==> config.mk <==
export PLATFORM = sky130hd
export DESIGN_NAME = seq_pattern_detector_flat
export DESIGN_NICKNAME = d
export VERILOG_FILES = /design/src/rtl/seq_pattern_detector_if.sv /design/src/rtl/seq_pattern_detector.sv /design/src/flat_wrapper.sv
export SDC_FILE = /design/constraint.sdc
export NUM_CORES = 1
export LEC_CHECK = 0
export ABC_AREA = 1
export CELL_PAD_IN_SITES_DETAIL_PLACEMENT = 1
export CELL_PAD_IN_SITES_GLOBAL_PLACEMENT = 2
export CORE_ASPECT_RATIO = 1.1
export CORE_MARGIN = 5
export CORE_UTILIZATION = 29
export DETAILED_ROUTE_END_ITERATION = 10
export GPL_ROUTABILITY_DRIVEN = 0
export GPL_TIMING_DRIVEN = 1
export HOLD_SLACK_MARGIN = 0.03
export PLACE_DENSITY = 0.87
export SLEW_MARGIN = 25
export SYNTH_ARGS = -nofsm -noshare
export SYNTH_HDL_FRONTEND = slang
export SYNTH_SLANG_ARGS = --single-unit
==> constraint.sdc <==
create_clock -name clk -period 2.45 [get_ports clk]
set_input_delay 0.6125 -clock clk [delete_from_list [all_inputs] [get_ports clk]]
set_output_delay 0.6125 -clock clk [all_outputs]
set_load 0.01 [all_outputs]
==> src/rtl/seq_pattern_detector_if.sv <==
// Bus bundle for seq_pattern_detector: serial data, configuration strobe and
// detector status. The master drives data/config and the slave is the detector.
interface seq_pattern_detector_if #(
   parameter int MAX_LEN = 8,
   parameter int LEN_W   = 4,
   parameter int CNT_W   = 8
);
   logic               data_in;
   logic               data_valid;
   logic               cfg_load;
   logic [MAX_LEN-1:0] pattern;
   logic [LEN_W-1:0]   pat_len;
   logic               overlap;
   logic               detected;
   logic [CNT_W-1:0]   match_count;
   logic               armed;
   logic               cfg_err;

   modport master (
      output data_in, data_valid, cfg_load, pattern, pat_len, overlap,
      input  detected, match_count, armed, cfg_err
   );

   modport slave (
      input  data_in, data_valid, cfg_load, pattern, pat_len, overlap,
      output detected, match_count, armed, cfg_err
   );
endinterface

==> src/rtl/seq_pattern_detector.sv <==
// Serial pattern detector with a runtime-loaded pattern of 1..MAX_LEN bits,
// optional overlapping matches and a registered one-cycle detect pulse.
// Optional feature macro: SEQDET_COUNT_EN enables the saturating match counter;
// without it match_count is held at zero.
module seq_pattern_detector #(
   parameter int MAX_LEN = 8,
   parameter int LEN_W   = 4,
   parameter int CNT_W   = 8
) (
   input  logic                   clk,
   input  logic                   rst,
   seq_pattern_detector_if.slave  bus
);

   typedef enum logic {IDLE, ARMED} state_t;

   localparam logic [LEN_W-1:0] LEN_ONE  = LEN_W'(1);
   localparam logic [LEN_W:0]   FILL_ONE = (LEN_W+1)'(1);

   state_t             state_q, state_d;
   logic [MAX_LEN-1:0] pat_q, pat_d;
   logic [LEN_W-1:0]   len_q, len_d;
   logic               ovl_q, ovl_d;
   logic [MAX_LEN-1:0] hist_q, hist_d;
   logic [LEN_W-1:0]   fill_q, fill_d;
   logic               det_q, det_d;
   logic               err_q, err_d;

   logic               cfg_legal;
   logic               accept;
   logic               match;
   logic [MAX_LEN-1:0] cand;
   logic [MAX_LEN-1:0] len_mask;

   // Legality of the incoming configuration, accepted-bit qualifier and match test
   always_comb begin
      cfg_legal = (bus.pat_len != '0) && (32'(bus.pat_len) <= MAX_LEN);
      accept    = (state_q == ARMED) && bus.data_valid && !bus.cfg_load;
      cand      = {hist_q[MAX_LEN-2:0], bus.data_in};
      len_mask  = '0;
      for (int unsigned i = 0; i < MAX_LEN; i++) begin
         len_mask[i] = (i < 32'(len_q));
      end
      match = accept
           && (((cand ^ pat_q) & len_mask) == '0)
           && (({1'b0, fill_q} + FILL_ONE) >= {1'b0, len_q});
   end

   // Next-state and output logic; cfg_load wins over any coincident data bit
   always_comb begin
      state_d = state_q;
      pat_d   = pat_q;
      len_d   = len_q;
      ovl_d   = ovl_q;
      hist_d  = hist_q;
      fill_d  = fill_q;
      det_d   = 1'b0;
      err_d   = 1'b0;
      if (bus.cfg_load) begin
         hist_d = '0;
         fill_d = '0;
         if (cfg_legal) begin
            state_d = ARMED;
            pat_d   = bus.pattern;
            len_d   = bus.pat_len;
            ovl_d   = bus.overlap;
         end else begin
            state_d = IDLE;
            err_d   = 1'b1;
         end
      end else if (accept) begin
         hist_d = cand;
         if (32'(fill_q) < MAX_LEN) begin
            fill_d = fill_q + LEN_ONE;
         end
         if (match) begin
            det_d = 1'b1;
            if (!ovl_q) begin
               fill_d = '0;
            end
         end
      end
   end

   // State, configuration and history registers
   always_ff @(posedge clk or posedge rst) begin
      if (rst) begin
         state_q <= IDLE;
         pat_q   <= '0;
         len_q   <= '0;
         ovl_q   <= 1'b0;
         hist_q  <= '0;
         fill_q  <= '0;
         det_q   <= 1'b0;
         err_q   <= 1'b0;
      end else begin
         state_q <= state_d;
         pat_q   <= pat_d;
         len_q   <= len_d;
         ovl_q   <= ovl_d;
         hist_q  <= hist_d;
         fill_q  <= fill_d;
         det_q   <= det_d;
         err_q   <= err_d;
      end
   end

   assign bus.detected = det_q;
   assign bus.cfg_err  = err_q;
   assign bus.armed    = (state_q == ARMED);

`ifdef SEQDET_COUNT_EN
   logic [CNT_W-1:0] cnt_q, cnt_d;

   // Saturating match counter, cleared by every cfg_load
   always_comb begin
      cnt_d = cnt_q;
      if (bus.cfg_load) begin
         cnt_d = '0;
      end else if (match && (cnt_q != '1)) begin
         cnt_d = cnt_q + CNT_W'(1);
      end
   end

   // Counter register
   always_ff @(posedge clk or posedge rst) begin
      if (rst) begin
         cnt_q <= '0;
      end else begin
         cnt_q <= cnt_d;
      end
   end

   assign bus.match_count = cnt_q;
`else
   assign bus.match_count = {CNT_W{1'b0}};
`endif

endmodule
==> src/flat_wrapper.sv <==
// flat-port wrapper written by rule: the top's interface ports become plain ports
module seq_pattern_detector_flat 
#(
   parameter int MAX_LEN = 8,
   parameter int LEN_W   = 4,
   parameter int CNT_W   = 8
)
  (clk, rst, bus_data_in, bus_data_valid, bus_cfg_load, bus_pattern, bus_pat_len, bus_overlap, bus_detected, bus_match_count, bus_armed, bus_cfg_err);
  seq_pattern_detector_if #(.MAX_LEN(MAX_LEN), .LEN_W(LEN_W), .CNT_W(CNT_W)) bus_i ();
  input  logic clk;
  input  logic rst;
  input wire logic [$bits(bus_i.data_in)-1:0] bus_data_in;
  input wire logic [$bits(bus_i.data_valid)-1:0] bus_data_valid;
  input wire logic [$bits(bus_i.cfg_load)-1:0] bus_cfg_load;
  input wire logic [$bits(bus_i.pattern)-1:0] bus_pattern;
  input wire logic [$bits(bus_i.pat_len)-1:0] bus_pat_len;
  input wire logic [$bits(bus_i.overlap)-1:0] bus_overlap;
  output wire logic [$bits(bus_i.detected)-1:0] bus_detected;
  output wire logic [$bits(bus_i.match_count)-1:0] bus_match_count;
  output wire logic [$bits(bus_i.armed)-1:0] bus_armed;
  output wire logic [$bits(bus_i.cfg_err)-1:0] bus_cfg_err;
  assign bus_i.data_in = bus_data_in;
  assign bus_i.data_valid = bus_data_valid;
  assign bus_i.cfg_load = bus_cfg_load;
  assign bus_i.pattern = bus_pattern;
  assign bus_i.pat_len = bus_pat_len;
  assign bus_i.overlap = bus_overlap;
  assign bus_detected = bus_i.detected;
  assign bus_match_count = bus_i.match_count;
  assign bus_armed = bus_i.armed;
  assign bus_cfg_err = bus_i.cfg_err;
  seq_pattern_detector #(.MAX_LEN(MAX_LEN), .LEN_W(LEN_W), .CNT_W(CNT_W)) u_core (.clk(clk), .rst(rst), .bus(bus_i));
endmodule
; ---- After elaboration in Yosys (flattened, before gate mapping)
; Index checks and enable logic that the tools add are counted.
[classes]
addsub = 2
multipliers = 0
div_mod_pow = 0
order_cmp = 11
eq_ne = 0
shifts = 0
muxes = 13
bitwise = 2
n_reduce_logical = 10
[op_table]
columns = cell, count
row1 = $mux W4, 5
row2 = $lt A3 B4 Y1 const A, 4
row3 = $mux W7, 2
row4 = $and A8 B8 Y8, 1
row5 = $logic_not A8 Y1, 1
row6 = $lt A1 B4 Y1 const A, 2
row7 = $lt A2 B4 Y1 const A, 2
row8 = $xor A8 B8 Y8, 1
row9 = $mux W1, 6
row10 = $add A4 B1 Y5 const B, 1
row11 = $ge A5 B4 Y1, 1
row12 = $logic_and A1 B1 Y1, 5
row13 = $add A4 B1 Y4 const B, 1
row14 = $le A4 B4 Y1 const B, 1
row15 = $lt A4 B4 Y1 const B, 1
row16 = $reduce_bool A4 Y1, 1
row17 = $reduce_and A2 Y1, 1
row18 = $reduce_bool A2 Y1, 1
row19 = $logic_not A1 Y1, 1
[totals]
ff_bits = 27
latchBits = 0
ramBits = 0
romBits = 0
inputBits = 18
wordCells = 46
n_memories = 0

; ---- Logic depth before layout (Yosys ltp)
[logic_depth]
word_depth = 8
mapped_depth = 11
ltp_nobuf = 11

; ---- Least setup slack after synthesis
; OpenSTA, ideal clock, no wires.
[synth_path]
path_type = register to register
startpoint = register u_core.fill_q[0]
endpoint = register u_core.fill_q[0]
t_arrival_ns = 1.616
required_time_ns = 2.333
setup_slack_ns = 0.718
path_stages_with_launch = 11
cell_sequence = dfrtp_1 ha_1 xor2_1 ha_1 nand2_1 nor2_1 nand2_1 nand4_2 nand4_2 nand2_1 nand2_1
[synth_via]
elab_chain_len = 6
word_cells_on_any_way = 10
classes_between = 2 x add/sub / 2 x order compare / 5 x mux / 1 x reduce/logical
[synth_rtl]
columns = element, line
row1 = from (decl), seq_pattern_detector.sv:25  ; logic [LEN_W-1:0] fill_q, fill_d;
row2 = from (signal assigned), seq_pattern_detector.sv:102  ; fill_q <= fill_d;
row3 = $add A4 B1 Y5 (tied with other cells), seq_pattern_detector.sv:46  ; && (({1'b0, fill_q} + FILL_ONE) >= {1'b0, len_q});
row4 = $ge A5 B4 Y1 / $mux W4 (equally long branches), "seq_pattern_detector.sv:46, seq_pattern_detector.sv:73"
row5 = $logic_and A1 B1 Y1 / $mux W4 (equally long branches), "seq_pattern_detector.sv:46, seq_pattern_detector.sv:78"
row6 = $mux W4 *, seq_pattern_detector.sv:76  ; if (match) begin
row7 = $mux W4 *, seq_pattern_detector.sv:71  ; end else if (accept) begin
row8 = $mux W4 *, seq_pattern_detector.sv:59  ; if (bus.cfg_load) begin
; Mark *: on every way between the ends. The rest lies on a longest branch, timed or not. The select of a mux whose other input is x is not followed.
; A chain may end at the register's enable or synchronous reset.

; ---- Final worst setup path
[layout_path]
startpoint = register u_core.fill_q[0]
endpoint = register u_core.fill_q[2]
; Same word-level chain as after synthesis.

==> results.yml <==
synth:
  synthSimpleGateAreaFrac_pct: 27.3
  synth_top_family_by_area: "simple AND/OR/NAND/NOR gates"
  synth.avg_cell_area_um2: 7.65
  ys_ff_latch: 27
  synth_compound_area_share_pct: 8.66
  netlist_instances: 204
  synth_xor_area_share_pct: 1.12
  ys_seq_area_share_pct: 43.3
  ys_types: 25
  syn_area_um2: 1560
  synthMuxAreaShare_pct: 0.722
  yosys_warnings: 0
  synth-adder-area-share_pct: 4.81
grt:
  grt_overflow: 0
  grt_pass1_vias: 1333
  antenna_found_initial: 0
  grt_max_degree: 28
  track_usage_pct: 11.5
  grt_pass1_wl_um: 6280
timing:
  clock_skew_ps: 5.87
  period_minus_slack_ps: 1930
  holdWs_ps: 545
  drv_slew: 0
  hold_viol: 0
  max_freq_ghz: 0.517
  setup_viol: 0
  fin_setup_tns_ps: 0
  period_share_pct: 79.0
  grt_setup_unrepaired: "false"
clock_tree:
  cts_buffers: 3
  clock_latency_ps: 280
  root_buffer: "clkbuf_8"
  cts_resized: 0
  htreeDepth: 1
  cts.sinks: 27
  clockBufferDepth: 2
  path_clk_slew_ps: 100
  cts_hold_buf: 0
  cts_tree: "done"
  post_cts_buffers: 0
route:
  post-route-drc-count: 0
  drt_iter0_drc: 9
  firstDrtPassIters: 4
  drt-vias-per-instance: 4.32
  antenna_left: 0
  wl_per_cell_um: 12.0
  finalWirelength_um: 3620
  vias: 1301
status:
  status: "finished, final reports clean"
critical_path:
  crit-reg2reg-launch: "u_core.fill_q[0]"
  crit_arrival_ps: 2110
  r2r_slack_ps: 520
  end_kind: "flip-flop"
  worstRegToRegCells: 10
  criticalPathCategory: "reg2reg"
  worst-path-max-fanout: 5
  r2r_end: "u_core.fill_q[2]"
  cp.required_ps: 2630
  startpoint_type: "flip-flop"
power:
  powerDensity_nw_per_um2: 547
  leakagePower_nw: 0.972
  irDropWorstVdd_mv: 0.216
run:
  drv_cap: 0
worst_hold_path:
  min-delay-start: "u_core.pat_q[1]"
  hold_depth: 2
  hold_end: "u_core.pat_q[1]"
  hp-class: "reg2reg"
floorplan:
  die_height_um: 86.9
  coreArea_um2: 5290
  rows: 28
  ioPinCount: 29
  die-area_um2: 6950
  die_width_um: 79.9
  start_util_pct: 29.5
layout:
  design_area_um2: 1860
  drive_gt1_share_pct: 8.85
  antenna_cells: 0
  area.growth.synth_to_final_pct: 19.5
  fin_nets: 251
place:
  place_area_um2: 1810
  hpwl_um: 2820
  io_buffers: 20
[power breakdown]
part / switching [W] / total, W / internal, W
clock network: 0.000155 / 0.000275 / 0.000120
logic: 0.000137 / 0.000231 / 0.0000940
registers: 0.0000306 / 0.000513 / 0.000483
[registers in the layout (all words and copies together) (netlist names)]
| name | flops |
|---|---|
| u_core.pat_q | 8 |
| u_core.hist_q | 7 |
| u_core.fill_q | 4 |
| u_core.len_q | 4 |
| u_core.bus.armed | 1 |
| u_core.bus.cfg_err | 1 |
| u_core.bus.detected | 1 |
| u_core.ovl_q | 1 |
[cell usage after synthesis]
| library cell | n | area (um^2) |
|---|---|---|
| mux2_1 | 1 | 11.3 |
| nand4_2 | 2 | 25.0 |
| dfrtp_1 | 27 | 676 |
| inv_2 | 3 | 11.3 |
| nand2_1 | 59 | 221 |
| inv_1 | 33 | 124 |
| a21oi_1 | 11 | 55.1 |
| nand4_1 | 1 | 6.26 |
| ha_1 | 6 | 75.1 |
| and3_1 | 1 | 6.26 |
| nand3_2 | 4 | 40.0 |
| a21boi_0 | 1 | 7.51 |
| buf_6 | 1 | 11.3 |
| conb_1 | 1 | 3.75 |
| nor2_1 | 19 | 71.3 |
| nand2_2 | 1 | 6.26 |
| a21oi_2 | 1 | 8.76 |
| o21ai_0 | 2 | 10.0 |
| nand3_1 | 6 | 30.0 |
| nor2_2 | 3 | 18.8 |
| xor2_1 | 2 | 17.5 |
| o22ai_1 | 7 | 43.8 |
| buf_2 | 2 | 10.0 |
| o21ai_1 | 2 | 10.0 |
| buf_4 | 8 | 60.1 |
[worst max path at each step]
stage	slack (ps)	start	cells past startpoint	end
finish	520	u_core.fill_q[0]	10	u_core.fill_q[2]
CTS	490	u_core.fill_q[0]	10	u_core.fill_q[3]
global route	310	u_core.fill_q[3]	10	u_core.fill_q[0]
detailed placement	410	bus_cfg_load	4	u_core.hist_q[6]
floorplan	720	u_core.fill_q[0]	10	u_core.fill_q[0]
global placement	480	bus_cfg_load	4	u_core.hist_q[0]
[placed cells by master, fill, tap and decap left out, types with 4 or more instances in the layout]
| master | instances |
|---|---|
| nand2_1 | 59 |
| nand3_2 | 4 |
| dfrtp_1 | 27 |
| nand3_1 | 6 |
| conb_1 | 8 |
| inv_1 | 33 |
| ha_1 | 6 |
| clkdlybuf4s50_1 | 20 |
| o22ai_1 | 7 |
| nor2_1 | 19 |
| a21oi_1 | 11 |
[metal layers]
| metal | wire length, um | track usage [%] |
|---|---|---|
| met1 | 1710 | 15.4 |
| met2 | 1760 | 19.2 |
| met3 | 104 | 1.35 |
| met4 | 51 | 3.69 |
| met5 | 0 | 0 |
[cells by family after synthesis]
group                    count (synthesis)
AO/OA/AOI/OAI                           24
other                                    1
XOR/XNOR                                 2
AND/OR/NAND/NOR                         96
multiplexers                             1
buffers and inverters                   47
flip-flops                              27
adder cells (fa/ha/maj)                  6
[worst max-delay path, cell delays in order, from the launching register on]
cell,delay (ps)
dfrtp_1,450
ha_1,260
xor2_1,180
ha_1,330
nand2_1,60
nor2_1,100
nand2_1,60
nand4_2,110
nand4_2,150
nand2_1,90
nand2_1,40
[final cells by class]
cell class                      instances  area [um^2]
Clock buffer                            3         41.3
Tap cell                               75         93.8
Timing Repair Buffer                   22          215
Sequential cell                        27          676
Clock inverter                          1         8.76
Inverter                               36          135
Multi-Input combinational cell        137          694
Fill cell                             669         3430
[per-stage QoR]
| step | util [%] | total power [W] | setup WS [ps] | std cells |
|---|---|---|---|---|
| 3_5_place_dp | 34.3 | 0.000758 | 412 | 297 |
| 5_1_grt | 35.2 | 0.00109 | 314 | 301 |
| 3_3_place_gp | 34.3 | 0.000751 | 478 | 297 |
| 2_1_floorplan | - | 0.000681 | 718 | 211 |
| 6_report | 35.2 | 0.00102 | 516 | 301 |
| 4_1_cts | 35.2 | 0.00104 | 486 | 301 |
Note: power is estimated with default switching activity, not from simulation.
